## config.mk

```make
export PLATFORM = sky130hd
export DESIGN_NAME = window_vote_detector_flat
export DESIGN_NICKNAME = d
export VERILOG_FILES = /design/src/rtl/wvd_pkg.sv /design/src/rtl/window_vote_detector_if.sv /design/src/rtl/window_cmp.sv /design/src/rtl/window_vote_detector.sv /design/src/flat_wrapper.sv
export SDC_FILE = /design/constraint.sdc
export NUM_CORES = 1
export LEC_CHECK = 0
export BUFFER_PORTS_ARGS = -buffer_cell sky130_fd_sc_hd__buf_4
export CAP_MARGIN = 20
export CORE_UTILIZATION = 53
export CTS_CLUSTER_DIAMETER = 100
export DETAILED_ROUTE_END_ITERATION = 12
export PLACE_DENSITY = 0.79
export REMOVE_ABC_BUFFERS = 1
export SLEW_MARGIN = 30
export SYNTH_ARGS = -nofsm -noshare
export SYNTH_HDL_FRONTEND = slang
export SYNTH_SLANG_ARGS = --single-unit
```

## constraint.sdc

```tcl
create_clock -name clk -period 2.1 [get_ports clk]
set_input_delay 0.42 -clock clk [delete_from_list [all_inputs] [get_ports clk]]
set_output_delay 0.42 -clock clk [all_outputs]
set_load 0.01 [all_outputs]
```

## src/rtl/wvd_pkg.sv

```systemverilog
// wvd_pkg: shared FSM state type and counting helpers for window_vote_detector
package wvd_pkg;
  localparam int MAXN = 64;
  typedef enum logic [1:0] {IDLE, ARMING, ALARM} wvd_state_e;
  function automatic int clog2_cnt(int n);
    return $clog2(n + 1);
  endfunction
  function automatic int popcount(logic [MAXN-1:0] v);
    int n = 0;
    for (int i = 0; i < MAXN; i++) n += int'(v[i]);
    return n;
  endfunction
endpackage

```

## src/rtl/window_vote_detector_if.sv

```systemverilog
// window_vote_detector_if: sample beat in, vote result out
//   master: drives in_valid/in_data/lo/hi/min_votes, observes results
//   slave : the detector, drives out_valid/match_mask/hit_count/hit/alarm/persist_cnt
interface window_vote_detector_if #(
  parameter int WIDTH = 3,
  parameter int NCH = 3,
  parameter int PERSIST = 4
) ();
  localparam int CW = wvd_pkg::clog2_cnt(NCH);
  localparam int PW = wvd_pkg::clog2_cnt(PERSIST);
  logic in_valid;
  logic [NCH*WIDTH-1:0] in_data;
  logic [WIDTH-1:0] lo;
  logic [WIDTH-1:0] hi;
  logic [CW-1:0] min_votes;
  logic out_valid;
  logic [NCH-1:0] match_mask;
  logic [CW-1:0] hit_count;
  logic hit;
  logic alarm;
  logic [PW-1:0] persist_cnt;
  modport master (
    output in_valid, in_data, lo, hi, min_votes,
    input out_valid, match_mask, hit_count, hit, alarm, persist_cnt
  );
  modport slave (
    input in_valid, in_data, lo, hi, min_votes,
    output out_valid, match_mask, hit_count, hit, alarm, persist_cnt
  );
endinterface

```

## src/rtl/window_cmp.sv

```systemverilog
// window_cmp: unsigned inclusive range check, m = lo <= x <= hi (ports x, lo, hi -> m)
module window_cmp #(
  parameter int WIDTH = 3
) (
  input logic [WIDTH-1:0] x,
  input logic [WIDTH-1:0] lo,
  input logic [WIDTH-1:0] hi,
  output logic m
);
  assign m = (lo <= x) && (x <= hi);
endmodule

```

## src/rtl/window_vote_detector.sv

```systemverilog
// window_vote_detector: NCH-channel window vote, 2-stage pipeline, persistence alarm
//   clk, rst_n (async assert, active low); bus: slave side of window_vote_detector_if
module window_vote_detector import wvd_pkg::*; #(
  parameter int WIDTH = 3,
  parameter int NCH = 3,
  parameter int PERSIST = 4
) (
  input logic clk,
  input logic rst_n,
  window_vote_detector_if.slave bus
);
  localparam int CW = clog2_cnt(NCH);
  localparam int PW = clog2_cnt(PERSIST);
  logic [NCH-1:0] m, m_q;
  logic [CW-1:0] mv_q, pc;
  logic v1, hit_d;
  logic [PW-1:0] cnt_up;
  wvd_state_e st;
  for (genvar i = 0; i < NCH; i++) begin : g_ch
    window_cmp #(.WIDTH(WIDTH)) u_cmp (
      .x(bus.in_data[i*WIDTH +: WIDTH]),
      .lo(bus.lo),
      .hi(bus.hi),
      .m(m[i])
    );
  end
  assign pc = CW'(popcount(MAXN'(m_q)));
  assign hit_d = pc >= mv_q;
  // ALARM saturates; in IDLE/ARMING the count is below PERSIST so +1 cannot overflow
  assign cnt_up = (st == ALARM) ? bus.persist_cnt : bus.persist_cnt + 1'b1;
  always_ff @(posedge clk or negedge rst_n) begin
    if (!rst_n) begin
      m_q <= '0;
      mv_q <= '0;
      v1 <= 1'b0;
      st <= IDLE;
      bus.out_valid <= 1'b0;
      bus.match_mask <= '0;
      bus.hit_count <= '0;
      bus.hit <= 1'b0;
      bus.alarm <= 1'b0;
      bus.persist_cnt <= '0;
    end else begin
      v1 <= bus.in_valid;
      bus.out_valid <= v1;
      if (bus.in_valid) begin
        m_q <= m;
        mv_q <= bus.min_votes;
      end
      // result fields and FSM move only on beats leaving stage 2; gaps hold everything
      if (v1) begin
        bus.match_mask <= m_q;
        bus.hit_count <= pc;
        bus.hit <= hit_d;
        bus.persist_cnt <= hit_d ? cnt_up : '0;
        st <= !hit_d ? IDLE : (cnt_up == PW'(PERSIST)) ? ALARM : ARMING;
        bus.alarm <= hit_d && (cnt_up == PW'(PERSIST));
      end
    end
  end
endmodule

```

## src/flat_wrapper.sv

```systemverilog
// flat-port wrapper written by rule: the top's interface ports become plain ports
module window_vote_detector_flat import wvd_pkg::*;
#(
  parameter int WIDTH = 3,
  parameter int NCH = 3,
  parameter int PERSIST = 4
)
  (clk, rst_n, bus_in_valid, bus_in_data, bus_lo, bus_hi, bus_min_votes, bus_out_valid, bus_match_mask, bus_hit_count, bus_hit, bus_alarm, bus_persist_cnt);
  window_vote_detector_if #(.WIDTH(WIDTH), .NCH(NCH), .PERSIST(PERSIST)) bus_i ();
  input logic clk;
  input logic rst_n;
  input wire logic [$bits(bus_i.in_valid)-1:0] bus_in_valid;
  input wire logic [$bits(bus_i.in_data)-1:0] bus_in_data;
  input wire logic [$bits(bus_i.lo)-1:0] bus_lo;
  input wire logic [$bits(bus_i.hi)-1:0] bus_hi;
  input wire logic [$bits(bus_i.min_votes)-1:0] bus_min_votes;
  output wire logic [$bits(bus_i.out_valid)-1:0] bus_out_valid;
  output wire logic [$bits(bus_i.match_mask)-1:0] bus_match_mask;
  output wire logic [$bits(bus_i.hit_count)-1:0] bus_hit_count;
  output wire logic [$bits(bus_i.hit)-1:0] bus_hit;
  output wire logic [$bits(bus_i.alarm)-1:0] bus_alarm;
  output wire logic [$bits(bus_i.persist_cnt)-1:0] bus_persist_cnt;
  assign bus_i.in_valid = bus_in_valid;
  assign bus_i.in_data = bus_in_data;
  assign bus_i.lo = bus_lo;
  assign bus_i.hi = bus_hi;
  assign bus_i.min_votes = bus_min_votes;
  assign bus_out_valid = bus_i.out_valid;
  assign bus_match_mask = bus_i.match_mask;
  assign bus_hit_count = bus_i.hit_count;
  assign bus_hit = bus_i.hit;
  assign bus_alarm = bus_i.alarm;
  assign bus_persist_cnt = bus_i.persist_cnt;
  window_vote_detector #(.WIDTH(WIDTH), .NCH(NCH), .PERSIST(PERSIST)) u_core (.clk(clk), .rst_n(rst_n), .bus(bus_i));
endmodule
```

==> results.toml <==
[layout]
drive_above_1_share = 0.307
layout_common_cells = "buf_4 (30), inv_1 (22), ha_1 (21)"
area_delta_synth_final_pct = 21.8
n_fill_cell = 175
layout_commonest_cell = "buf_4"
num_antenna_cells = 0
layout.nets = 197
seq_area_um2 = 450
multi_input_area_um2 = 724

[global_route]
grt_max_degree = 19
grt_pass1_vias = 1028
antenna_found_initial = 0
grt_usage = 0.200
grt_pass1_wl_mm = 3.92
gr-total-overflow = 0

[sta]
timing_hold_violations_final = 0
layout_min_cycle_time_ns = 1.94
fmax_mhz = 515
setup_viol = 0
slew_viol_final = 0
tns_ns = 0
tightest_slew_ns = 0.528
rsz0062_at_grt = "no"
skew_ns = 0.00204
period_share = 0.925
slew_headroom = 0.648
fin_ws_ns = 0.159

[synthesis]
synth.top_cell.area_share = 0.354
synthAdderAreaFrac = 0.222
synth_top_family_by_area = "adder cells"
synth_compound_area_frac = 0.143
seq_area_frac_synth = 0.354
netlist_area_mm2 = 0.00127
muxShareOfSynthArea = 0.0600
ys_ff_latch = 18
async_reset_ff_frac = 1.00
synth-edff-count = 0
ys.flop_type = "dfrtp_1"
synthXorXnorAreaFrac = 0.0128
yosysUniqueCellTypes = 31
avgSynthCellArea_um2 = 10.5
synth_top_cell_by_area = "dfrtp_1"
synthSimpleGateAreaFrac = 0.132
synth_warnings = 0
ys_top_cells_by_area = "dfrtp_1 (35%), ha_1 (21%), inv_1 (6.5%)"
syn_inst = 121

[worst_setup_path]
critPathMaxFanout = 3
crit_arrival_ns = 2.13
crit_type = "reg2reg"
worstPathRequired_ns = 2.29
timing.critical_path.slowest_cell_delay_ns = 0.50
startpoint_type = "register"
slowest_stage = "fa_1"
setup.worst_path.end_class = "register"
path_cells = "inv_1 > fa_1 > ha_1 > nand2b_1 > a21oi_2 > nand2_1 > o221a_1"

[route]
firstDrtPassIters = 3
drt-total-wl_mm = 2.23
drt_first_iter_violations = 9
wire_per_inst_um = 12.3
viasPerCell = 5.51
vias = 997
drc = 0
ant_nets = 0

[clock_tree]
clockBufferDepth = 2
hold_buffers = 1
postCtsSetupBuffers = 0
cts_tree = "done"
cts.clk_slew.worst_paths_ns = 0.10
cts_resized = 0
cts_htree_levels = 1
cts_root_buf = "clkbuf_4"
cts.sinks = 18
numCtsBuffers = 3
clk_latency_ns = 0.29

[power]
power.leakage_nw = 0.810
p_per_area_mw_per_mm2 = 794
intPower_mw = 0.805
vdd_drop_max_v = 0.000469
swShare = 0.347
finalPower_mw = 1.23
p_sw_mw = 0.427
seqPwrFrac = 0.414
p_clk_frac = 0.137
comb_power_share = 0.449

[die]
ios = 31
coreArea_mm2 = 0.00223
die_y_um = 51
die_area_mm2 = 0.00260
row_count = 17
die_width_um = 51
initial_utilization = 0.570

[place]
place_congestion = 0.742
portBuffers = 30
dp_hpwl_mm = 1.91
post-place-ws_ns = 0.155

[outcome]
status = "complete, no violations"

[hold_path]
hold_path.class = "in2reg"

[run]
maxCapViolations = 0
==> Yosys cell counts, types with 3 or more instances <==
library cell	n
inv_1	22
ha_1	21
dfrtp_1	18
a311oi_1	6
nor2_1	6
nand2b_1	4
nand3_1	4
nor2b_1	4
o21ai_0	4
mux2_2	3
nand2_1	3
==> path summary, 6_finish.rpt <==
| kind | depth (start not counted) | slack, ns | end | from |
|---|---|---|---|---|
| max | 7 | 0.16 | u_core.st[0] | u_core.m_q[0] |
| min | 3 | 0.34 | u_core.mv_q[1] | bus_min_votes[1] |
| max reg2reg | 7 | 0.16 | u_core.st[0] | u_core.m_q[0] |
| min reg2reg | 1 | 0.49 | u_core.bus.hit | u_core.bus.hit |
| max in group asynchronous | 2 | 1.39 | u_core.m_q[2] | rst_n |
| min in group asynchronous | 2 | 0.52 | u_core.bus.out_valid | rst_n |
==> cell type report <==
cell class	count	area share
Clock buffer	3	0.0145
Inverter	22	0.0533
Tap cell	28	0.0226
Timing Repair Buffer	31	0.152
Sequential cell	18	0.291
Multi-Input combinational cell	79	0.467
==> sequential cells by signal, summed over array words and instances (netlist names) <==
| signal | flops |
|---|---|
| u_core.bus.match_mask | 3 |
| u_core.v1 | 1 |
| u_core.bus.persist_cnt | 3 |
| u_core.bus.hit_count | 2 |
| u_core.mv_q | 2 |
| u_core.m_q | 3 |
| u_core.bus.out_valid | 1 |
| u_core.st | 1 |
| u_core.bus.alarm | 1 |
| u_core.bus.hit | 1 |
==> kinds of logic (layout without fill, tap and decap cells) <==
| logic type | count (synthesis) | count (layout) |
|---|---|---|
| flip-flops | 18 | 18 |
| AO/OA/AOI/OAI | 22 | 22 |
| multiplexers | 7 | 7 |
| XOR/XNOR | 1 | 1 |
| AND/OR/NAND/NOR | 27 | 27 |
| adder cells (fa/ha/maj) | 22 | 22 |
| buffers and inverters | 24 | 56 |
==> power by group through the flow <==
stage	Sequential [mW]	Combinational, mW	Clock, mW
floorplan	0.537	0.322	0
global placement	0.510	0.538	0
detailed placement	0.517	0.556	0
CTS	0.509	0.561	0.169
global route	0.521	0.620	0.181
finish	0.510	0.553	0.168
==> layer usage <==
layer	vias to the layer above	wire (um)	GRT usage
met2	35	1150	0.377
met3	7	112	0.0208
met5	-	0	0
met4	0	63	0.111
met1	471	908	0.213
li1	484	-	-
==> worst max-delay path: cells and delay by family, from the launching register on <==
kind | cells | cell delay, ns
compound gates | 2 | 0.34
fa+ha+maj | 2 | 0.80
buf+inv | 1 | 0.07
flops | 1 | 0.38
simple gates | 2 | 0.26
==> per-stage QoR <==
stage                     cells  cell area (um^2)  hold WS [ns]  utilization
after floorplan             119              1260         0.124            -
after global placement      177              1520         0.294        0.680
after detailed placement    177              1520         0.299        0.680
after CTS                   181              1550         0.335        0.694
after global routing        181              1550         0.333        0.694
final                       181              1550         0.336        0.694
(Power assumes the default switching activity.)
